**src/rtl/pixel_alu_pkg.sv**
```systemverilog
// Shared definitions for the pixel ALU path: opcode values, pixel width,
// modulus used by the add/sub transforms, and the inverse engine FSM encoding.
package pixel_alu_pkg;

  localparam int PIX_W   = 8;
  localparam int MOD_VAL = 255;

  // Opcode values must match the forward ALU bit-for-bit.
  localparam logic [2:0] OP_NOP  = 3'd0;
  localparam logic [2:0] OP_ADD  = 3'd1;
  localparam logic [2:0] OP_SUB  = 3'd2;
  localparam logic [2:0] OP_XOR  = 3'd3;
  localparam logic [2:0] OP_SHR  = 3'd4;
  localparam logic [2:0] OP_SHL  = 3'd5;
  localparam logic [2:0] OP_ROTR = 3'd6;
  localparam logic [2:0] OP_ROTL = 3'd7;

  typedef enum logic [1:0] {
    ST_IDLE = 2'd0,
    ST_RUN  = 2'd1,
    ST_HOLD = 2'd2
  } state_t;

  function automatic logic op_is_lossy(input logic [2:0] op);
    return (op == OP_SHR) || (op == OP_SHL);
  endfunction

endpackage

```
**src/rtl/pixel_inv_alu.sv**
```systemverilog
// Combinational single-step inverse of the forward pixel ALU: given an opcode,
// an encoded value y and the key k, returns the recovered value x.
module pixel_inv_alu
  import pixel_alu_pkg::*;
(
  input  logic [2:0]       i_op,
  input  logic [PIX_W-1:0] i_y,
  input  logic [PIX_W-1:0] i_k,
  output logic [PIX_W-1:0] o_x,
  output logic             o_lossy
);

  logic [2:0]       w_amt;
  logic [3:0]       w_amtInv;
  logic [PIX_W-1:0] w_rotLeft;
  logic [PIX_W-1:0] w_rotRight;
  logic [PIX_W-1:0] w_addInv;
  logic [PIX_W:0]   w_subSum;

  // A shift of 8 yields zero, so amount 0 naturally collapses to identity.
  always_comb begin
    w_amt      = i_k[2:0];
    w_amtInv   = 4'd8 - {1'b0, w_amt};
    w_rotLeft  = (i_y << w_amt) | (i_y >> w_amtInv);
    w_rotRight = (i_y >> w_amt) | (i_y << w_amtInv);
    w_addInv   = (i_y < i_k) ? PIX_W'({1'b0, i_y} + (PIX_W+1)'(MOD_VAL) - {1'b0, i_k})
                             : PIX_W'({1'b0, i_y} - {1'b0, i_k});
    w_subSum   = {1'b0, i_y} + {1'b0, i_k};

    o_x = i_y;
    unique case (i_op)
      OP_ADD:  o_x = w_addInv;
      OP_SUB:  o_x = (w_subSum > (PIX_W+1)'(MOD_VAL)) ? PIX_W'(w_subSum - (PIX_W+1)'(MOD_VAL))
                                                      : w_subSum[PIX_W-1:0];
      OP_XOR:  o_x = i_y ^ i_k;
      OP_ROTR: o_x = w_rotLeft;
      OP_ROTL: o_x = w_rotRight;
      default: o_x = i_y;
    endcase
    o_lossy = op_is_lossy(i_op);
  end

endmodule

```
**src/rtl/pixel_inverse_engine.sv**
```systemverilog
// Streaming decoder that replays the stored forward program backwards, one
// inverse op per clock. Define PIXEL_INVERSE_ERR_CNT_EN to build the lossy-pixel counter.
module pixel_inverse_engine
  import pixel_alu_pkg::*;
#(
  parameter int MAX_OPS = 8,
  parameter int IDX_W   = $clog2(MAX_OPS)
) (
  input  logic             clk,
  input  logic             reset,
  input  logic             cfg_we,
  input  logic [IDX_W-1:0] cfg_addr,
  input  logic [2:0]       cfg_op,
  input  logic [7:0]       cfg_operand,
  input  logic [IDX_W:0]   cfg_len,
  input  logic             in_valid,
  output logic             in_ready,
  input  logic [7:0]       in_pixel,
  output logic             out_valid,
  input  logic             out_ready,
  output logic [7:0]       out_pixel,
  output logic             out_lossy,
  output logic             busy,
  output logic [15:0]      err_count
);

  localparam logic [IDX_W:0] LEN_MAX = (IDX_W+1)'(MAX_OPS);

  logic [2:0]       r_tblOp  [MAX_OPS];
  logic [7:0]       r_tblKey [MAX_OPS];
  logic [IDX_W:0]   r_len;
  logic [IDX_W-1:0] r_idx;
  logic [7:0]       r_acc;
  logic             r_lossy;
  state_t           r_state;
  state_t           w_nextState;

  logic             w_cfgAccept;
  logic [IDX_W:0]   w_cfgLenSat;
  logic [7:0]       w_aluX;
  logic             w_aluLossy;

  // Programming is only safe while no pixel is in flight or being offered.
  assign w_cfgAccept = cfg_we && (r_state == ST_IDLE) && !in_valid;
  assign w_cfgLenSat = (cfg_len > LEN_MAX) ? LEN_MAX : cfg_len;

  always_ff @(posedge clk) begin
    if (!reset && w_cfgAccept) begin
      r_tblOp[cfg_addr]  <= cfg_op;
      r_tblKey[cfg_addr] <= cfg_operand;
    end
  end

  pixel_inv_alu u_alu (
    .i_op    (r_tblOp[r_idx]),
    .i_y     (r_acc),
    .i_k     (r_tblKey[r_idx]),
    .o_x     (w_aluX),
    .o_lossy (w_aluLossy)
  );

  always_ff @(posedge clk) begin
    if (reset) begin
      r_state <= ST_IDLE;
    end else begin
      r_state <= w_nextState;
    end
  end

  always_comb begin
    w_nextState = r_state;
    in_ready    = 1'b0;
    out_valid   = 1'b0;
    out_pixel   = '0;
    out_lossy   = 1'b0;
    busy        = 1'b1;
    unique case (r_state)
      ST_IDLE: begin
        in_ready = 1'b1;
        busy     = 1'b0;
        if (in_valid) begin
          w_nextState = (r_len == '0) ? ST_HOLD : ST_RUN;
        end
      end
      ST_RUN: begin
        if (r_idx == '0) begin
          w_nextState = ST_HOLD;
        end
      end
      ST_HOLD: begin
        out_valid = 1'b1;
        out_pixel = r_acc;
        out_lossy = r_lossy;
        if (out_ready) begin
          w_nextState = ST_IDLE;
        end
      end
      default: w_nextState = ST_IDLE;
    endcase
  end

  // Last program entry is undone first, walking the index down to zero.
  always_ff @(posedge clk) begin
    if (reset) begin
      r_len   <= '0;
      r_idx   <= '0;
      r_acc   <= '0;
      r_lossy <= 1'b0;
    end else begin
      if (w_cfgAccept) begin
        r_len <= w_cfgLenSat;
      end
      if (r_state == ST_IDLE && in_valid) begin
        r_acc   <= in_pixel;
        r_idx   <= IDX_W'(r_len - 1'b1);
        r_lossy <= 1'b0;
      end else if (r_state == ST_RUN) begin
        r_acc   <= w_aluX;
        r_lossy <= r_lossy | w_aluLossy;
        if (r_idx != '0) begin
          r_idx <= r_idx - 1'b1;
        end
      end
    end
  end

`ifdef PIXEL_INVERSE_ERR_CNT_EN
  logic [15:0] r_errCount;

  always_ff @(posedge clk) begin
    if (reset) begin
      r_errCount <= '0;
    end else if (out_valid && out_ready && out_lossy && (r_errCount != 16'hFFFF)) begin
      r_errCount <= r_errCount + 16'd1;
    end
  end

  assign err_count = r_errCount;
`else
  assign err_count = '0;
`endif

endmodule

```
**config.mk**
```make
export PLATFORM = sky130hd
export DESIGN_NAME = pixel_inverse_engine
export DESIGN_NICKNAME = d
export VERILOG_FILES = /design/src/rtl/pixel_alu_pkg.sv /design/src/rtl/pixel_inv_alu.sv /design/src/rtl/pixel_inverse_engine.sv
export SDC_FILE = /design/constraint.sdc
export NUM_CORES = 1
export LEC_CHECK = 0
export CAP_MARGIN = 20
export CORE_MARGIN = 10
export CORE_UTILIZATION = 30
export DETAILED_ROUTE_END_ITERATION = 8
export PLACE_DENSITY_LB_ADDON = 0.1
export SYNTH_ARGS = -nofsm -noshare
export SYNTH_HDL_FRONTEND = slang
export SYNTH_HIERARCHICAL = 1
export SYNTH_SLANG_ARGS = --single-unit
```
**constraint.sdc**
```tcl
create_clock -name clk -period 12.9 [get_ports clk]
set_clock_uncertainty 0.1 [all_clocks]
set_input_delay 2.58 -clock clk [delete_from_list [all_inputs] [get_ports clk]]
set_output_delay 2.58 -clock clk [all_outputs]
set_load 0.01 [all_outputs]
```
======== Word level (Yosys, flattened, before mapping) ========
Memories as Yosys holds them, arrays and structs flattened. A register that Yosys moved wholly into a read port is not among the register bits.
Cells that the tools add are included.
Widths: inputs -> output; s select.
storage, ports and cells
  bits in registers ....................... 18
  bits in latches ......................... 0
  bits in writable memories ............... 88
  bits in read-only memories .............. 0
  input bits .............................. 31
  output and inout port bits .............. 28
  word-level logic and storage cells ...... 81
  memories ................................ 2
cells by class
  add/sub/neg operators ................... 8
  $mul .................................... 0
  divide/modulo/power cells ............... 0
  $lt $le $gt $ge ......................... 3
  equality and inequality tests ........... 12
  shifts and indexed selects .............. 4
  mux-type cells .......................... 25
  bitwise operators ....................... 4
  reduce and logical (&&, ||, !) cells .... 18
memories
  name      depth  width  rd ports  clocked after Yosys merged registers in  write ports  line                        source
  r_tblKey  8      8      1         1                                        1            pixel_inverse_engine.sv:30  logic [7:0] r_tblKey [MAX_OPS];
  r_tblOp   8      3      1         1                                        1            pixel_inverse_engine.sv:29  logic [2:0] r_tblOp [MAX_OPS];
operator list
  kind                 number
  $mux 8               5
  $pmux 8 s5           1
  $mux 3               7
  $or 8x8->8           2
  $sub 8x8->8          2
  $eq 3x3->1 const B   4
  $add 8x8->9          1
  $gt 9x8->1 const B   1
  $add 8x8->8 const B  1
  $lt 8x8->1           1
  $mux 2               4
  $shl 8x3->8          1
  $shl 8x4->8          1
  $shr 8x3->8          1
  $shr 8x4->8          1
  $sub 8x8->8 const B  1
  $xor 8x8->8          1
  $eq 3x2->1 const B   2
  $mux 1               6
  $ne 2x2->1 const B   3
  $pmux 2 s3           1
  $reduce_bool 6->1    1
  $sub 3x1->3 const B  2
  $gt 4x4->1 const B   1
  other kinds (17)     23

======== Depth between registers and ports, before layout ========
  word-level depth ........................ 6
  gate-level depth with buffers ........... 20
  mapped depth without buffers ............ 15

======== By module ========
The synthesis kept the hierarchy.
modules (own cells, without submodules)
  module                instances  cells an instance  area an instance (um^2)  seq. area each (um^2)
  pixel_inverse_engine  1          275                4468.0                   3062.9
  pixel_inv_alu         1          370                2587.5                   0.0

======== Worst setup path before layout ========
Ideal clock, no wire load.
  kind .................................... input port to flip-flop
  from .................................... input port in_valid
  to ...................................... memory r_tblKey[1][0] (enable)
  arrival ................................. 4.187 ns
  slack ................................... 8.220 ns
  stages on the path ...................... 5
  path buffers ............................ 1
  cells stage by stage .................... or4b_1 buf_2 nor2_1 nand2_1 nor3_1
between the ends
  cells in the longest elaborated chain, start to end .. 5
ends and longest elaborated chain
  what                          line                        source
  start: declaration            pixel_inverse_engine.sv:16  input logic in_valid,
  $logic_not 1->1               pixel_inverse_engine.sv:44  assign w_cfgAccept = cfg_we && (r_state == ST_IDLE) && !in_valid;
  $logic_and 1x1->1             pixel_inverse_engine.sv:44
  $logic_and 1x1->1             pixel_inverse_engine.sv:48  if (!reset && w_cfgAccept) begin
  $mux 1                        pixel_inverse_engine.sv:48
  $mux 1 (not written as such)  pixel_inverse_engine.sv:50  r_tblKey[cfg_addr] <= cfg_operand;
  end: declaration              pixel_inverse_engine.sv:30
No other way between the ends.

==> metrics.yaml <==
outcome:
  run_status: "complete, no violations"
worst_hold_path:
  hold_class: "flop to flop"
clock_tree:
  numCtsBuffers: 9
  postCtsSetupBuffers: 0
  cts_num_sinks: 109
  cts.path.max_buffers: 2
  total_of_cells_resized_after_clock_tree_synthesis: 0
  clock_tree.htree_level_count: 3
  cts_hold_buf: 0
  tritoncts_clock_tree: "built"
  cts.root.buffer_cell: "clkbuf_16"
  clk_pin_slew_ps: 80
  worst_skew_pair.late_latency_ps: 350
die:
  die-area_um2: 30050
  die_height_um: 173.4
  ioPinCount: 59
  initial_utilization_pct: 30.24
  core_region_area_um2: 23330
  row_count: 56
  die_w_um: 173.4
grt:
  global_route_total_usage_across_every_layer_pct: 13.57
  grt_max_degree: 36
  antenna_found_initial: 0
  grt_overflow: 0
  grt_pass1_wl_um: 32270
  grt_pass1_vias: 5255
synth:
  ys_top_cells_by_count: "edfxtp_1 (88), nor2_1 (49), nand2_1 (39)"
  ys.warnings.count: 6
  synth_largest_area_cell: "edfxtp_1"
  post_synthesis_instance_area_um2: 7056
  most_common_cell_in_the_synthesized_netlist: "edfxtp_1"
  synth_area_per_cell_um2: 10.94
  dominantRegCellSynth: "edfxtp_1"
  post_synth_inst_count: 645
  synthArstFlopShare_pct: 0
  ys_types: 78
  synth_largest_type_area_fraction_pct: 37.45
  yosys-top-cells-area: "edfxtp_1 (37%), mux4_2 (9.9%), dfxtp_1 (6.0%)"
  synth_seq_area_share_pct: 43.41
  synth-edff-count: 88
  yosys_register_bits: 109
cells_and_area:
  flip_flop_and_latch_area_um2: 3063
  final_layout_net_count: 714
  diodes: 0
  final_layout_size_suffix_gt1_share_pct: 12.63
  multi_input_comb_area_um2: 3637
  n_fill_cell: 2309
  design_area_um2: 7980
  areaGrowthSynthToFinish_pct: 13.11
timing:
  report.final.setup_viol: 0
  setup-tns-final_ps: 0
  maxClockFrequency_mhz: 187.6
  slew-limit-headroom_pct: 32.42
  period_share_pct: 41.33
  rsz0062_at_grt: "no"
  transition_time_at_the_pin_with_the_least_slew_margin_ps: 999.6
  slew_viol_final: 0
  finalCriticalPeriod_ps: 5332
  final_hold_viol_count: 0
placed_design:
  io_buffer_count: 42
  place_congestion: 0.8842
  place_hpwl_um: 15370
  dpl_cell_area_um2: 7674
routing:
  post_drt_wl_per_cell_um: 21.48
  number_of_violations_reported_at_the_end_of_detailed_routing_iteration_0: 592
  drt-pass1-iter-count: 6
  vias: 5346
  routed_via_density: 5.433
  wirelength_um: 21140
  drc_errors: 0
  drt.antenna.violating_nets: 0
power:
  p_leak_nw: 2.720
  irDropWorstVdd_mv: 0.05551
  power.density_cell_area_nw_per_um2: 183.5
worst_setup_path:
  critical_path_arrival_ps: 5430
  crit_path_max_fanout: 22
  worst_setup_path_start_kind: "flop"
  path_class: "flop to flop"
  worstPathRequired_ps: 13000
  end_kind: "flop"
job:
  drv.max_cap_violation_count: 0
==> registers in the layout, summed over array words and instances (netlist names), named ones only <==
register	flops
r_tblOp	24
r_len	4
r_idx	3
r_tblKey	64
r_acc	8
r_state	2
r_lossy	1
==> worst max-delay path, cell delays in order, from the launching register on <==
cell and delay (ps):
dfxtp_1 310, buf_4 370, mux4_2 340, mux2_2 540, clkinv_1 490, ha_1 650, nor3b_1 510, nor3_2 140
xnor2_2 210, nor3b_2 330, nor2b_1 330, a211oi_1 140, o32a_1 340, o22ai_1 140, nor2b_1 140, nor3_1 60
==> logic make-up after synthesis <==
| logic type | after synthesis | share of synthesized area [%] |
|---|---|---|
| other | 1 | 0.05315 |
| AOI/OAI and AO/OA | 141 | 14.10 |
| xor gates and xnor gates | 10 | 1.348 |
| and+or+nand+nor | 207 | 15.66 |
| DFF | 109 | 43.41 |
| buffers and inverters | 88 | 5.905 |
| adders and majority gates | 23 | 4.398 |
| muxes | 66 | 15.13 |
==> power by group <==
group          switching, mW  internal (mW)
clock                  0.132          0.142
sequential            0.0234          0.392
combinational          0.478          0.297
==> metal layers <==
metal | global-route usage (%) | vias up | wire length (µm)
met5 | 0 | - | 0
met4 | 3.593 | 0 | 380
met3 | 1.721 | 42 | 897
met2 | 23.43 | 171 | 10410
met1 | 17.48 | 2666 | 9446
li1 | - | 2467 | -
==> cell usage in the layout (no fill, tap or decap), drive strengths merged, types with 5 or more instances in the layout <==
master          n
edfxtp         88
mux4           31
a221o           5
ha             20
clkdlybuf4s50  42
a221oi          5
buf             6
dfxtp          21
o21ai          24
clkbuf         10
o22ai          15
o211ai          8
conb           16
inv            31
a31oi           8
nor3           24
nand2          39
nor2b          15
nand4           8
nand3          11
mux2           15
nor3b           8
a21oi          25
xnor2           7
nor2           49
and2           13
nand2b         11
mux2i          20
or3             5
a211oi          7
==> final timing paths <==
check | from | end | slack (ps) | cells past startpoint
max | flop | r_acc[0] | 7570 | 15
min reg2reg | r_lossy | r_lossy | 400 | 2
min | r_lossy | r_lossy | 400 | 2
max reg2reg | flop | r_acc[0] | 7570 | 15
==> stage by stage <==
| step | setup WS, ps | hold slack, ps | total power [mW] | utilization [%] | cells |
|---|---|---|---|---|---|
| floorplan | 8220 | 359.4 | 0.9824 | - | 660 |
| detailed placement | 7416 | 393.2 | 1.187 | 32.89 | 968 |
| finish | 7568 | 396.8 | 1.464 | 34.20 | 984 |
| CTS | 7581 | 404.2 | 1.462 | 34.20 | 984 |
| global route | 7155 | 426.6 | 1.550 | 34.20 | 984 |
| global placement | 7478 | 388.9 | 1.188 | 32.89 | 968 |
==> final cells by class <==
class                           instances  area share [%]
Sequential cell                       109           38.38
Clock inverter                          6          0.8467
Timing Repair Buffer                   48           5.833
Tap cell                              319           5.002
Clock buffer                           10           2.995
Multi-Input combinational cell        463           45.58
Inverter                               29           1.364
(Power assumes the default switching activity.)
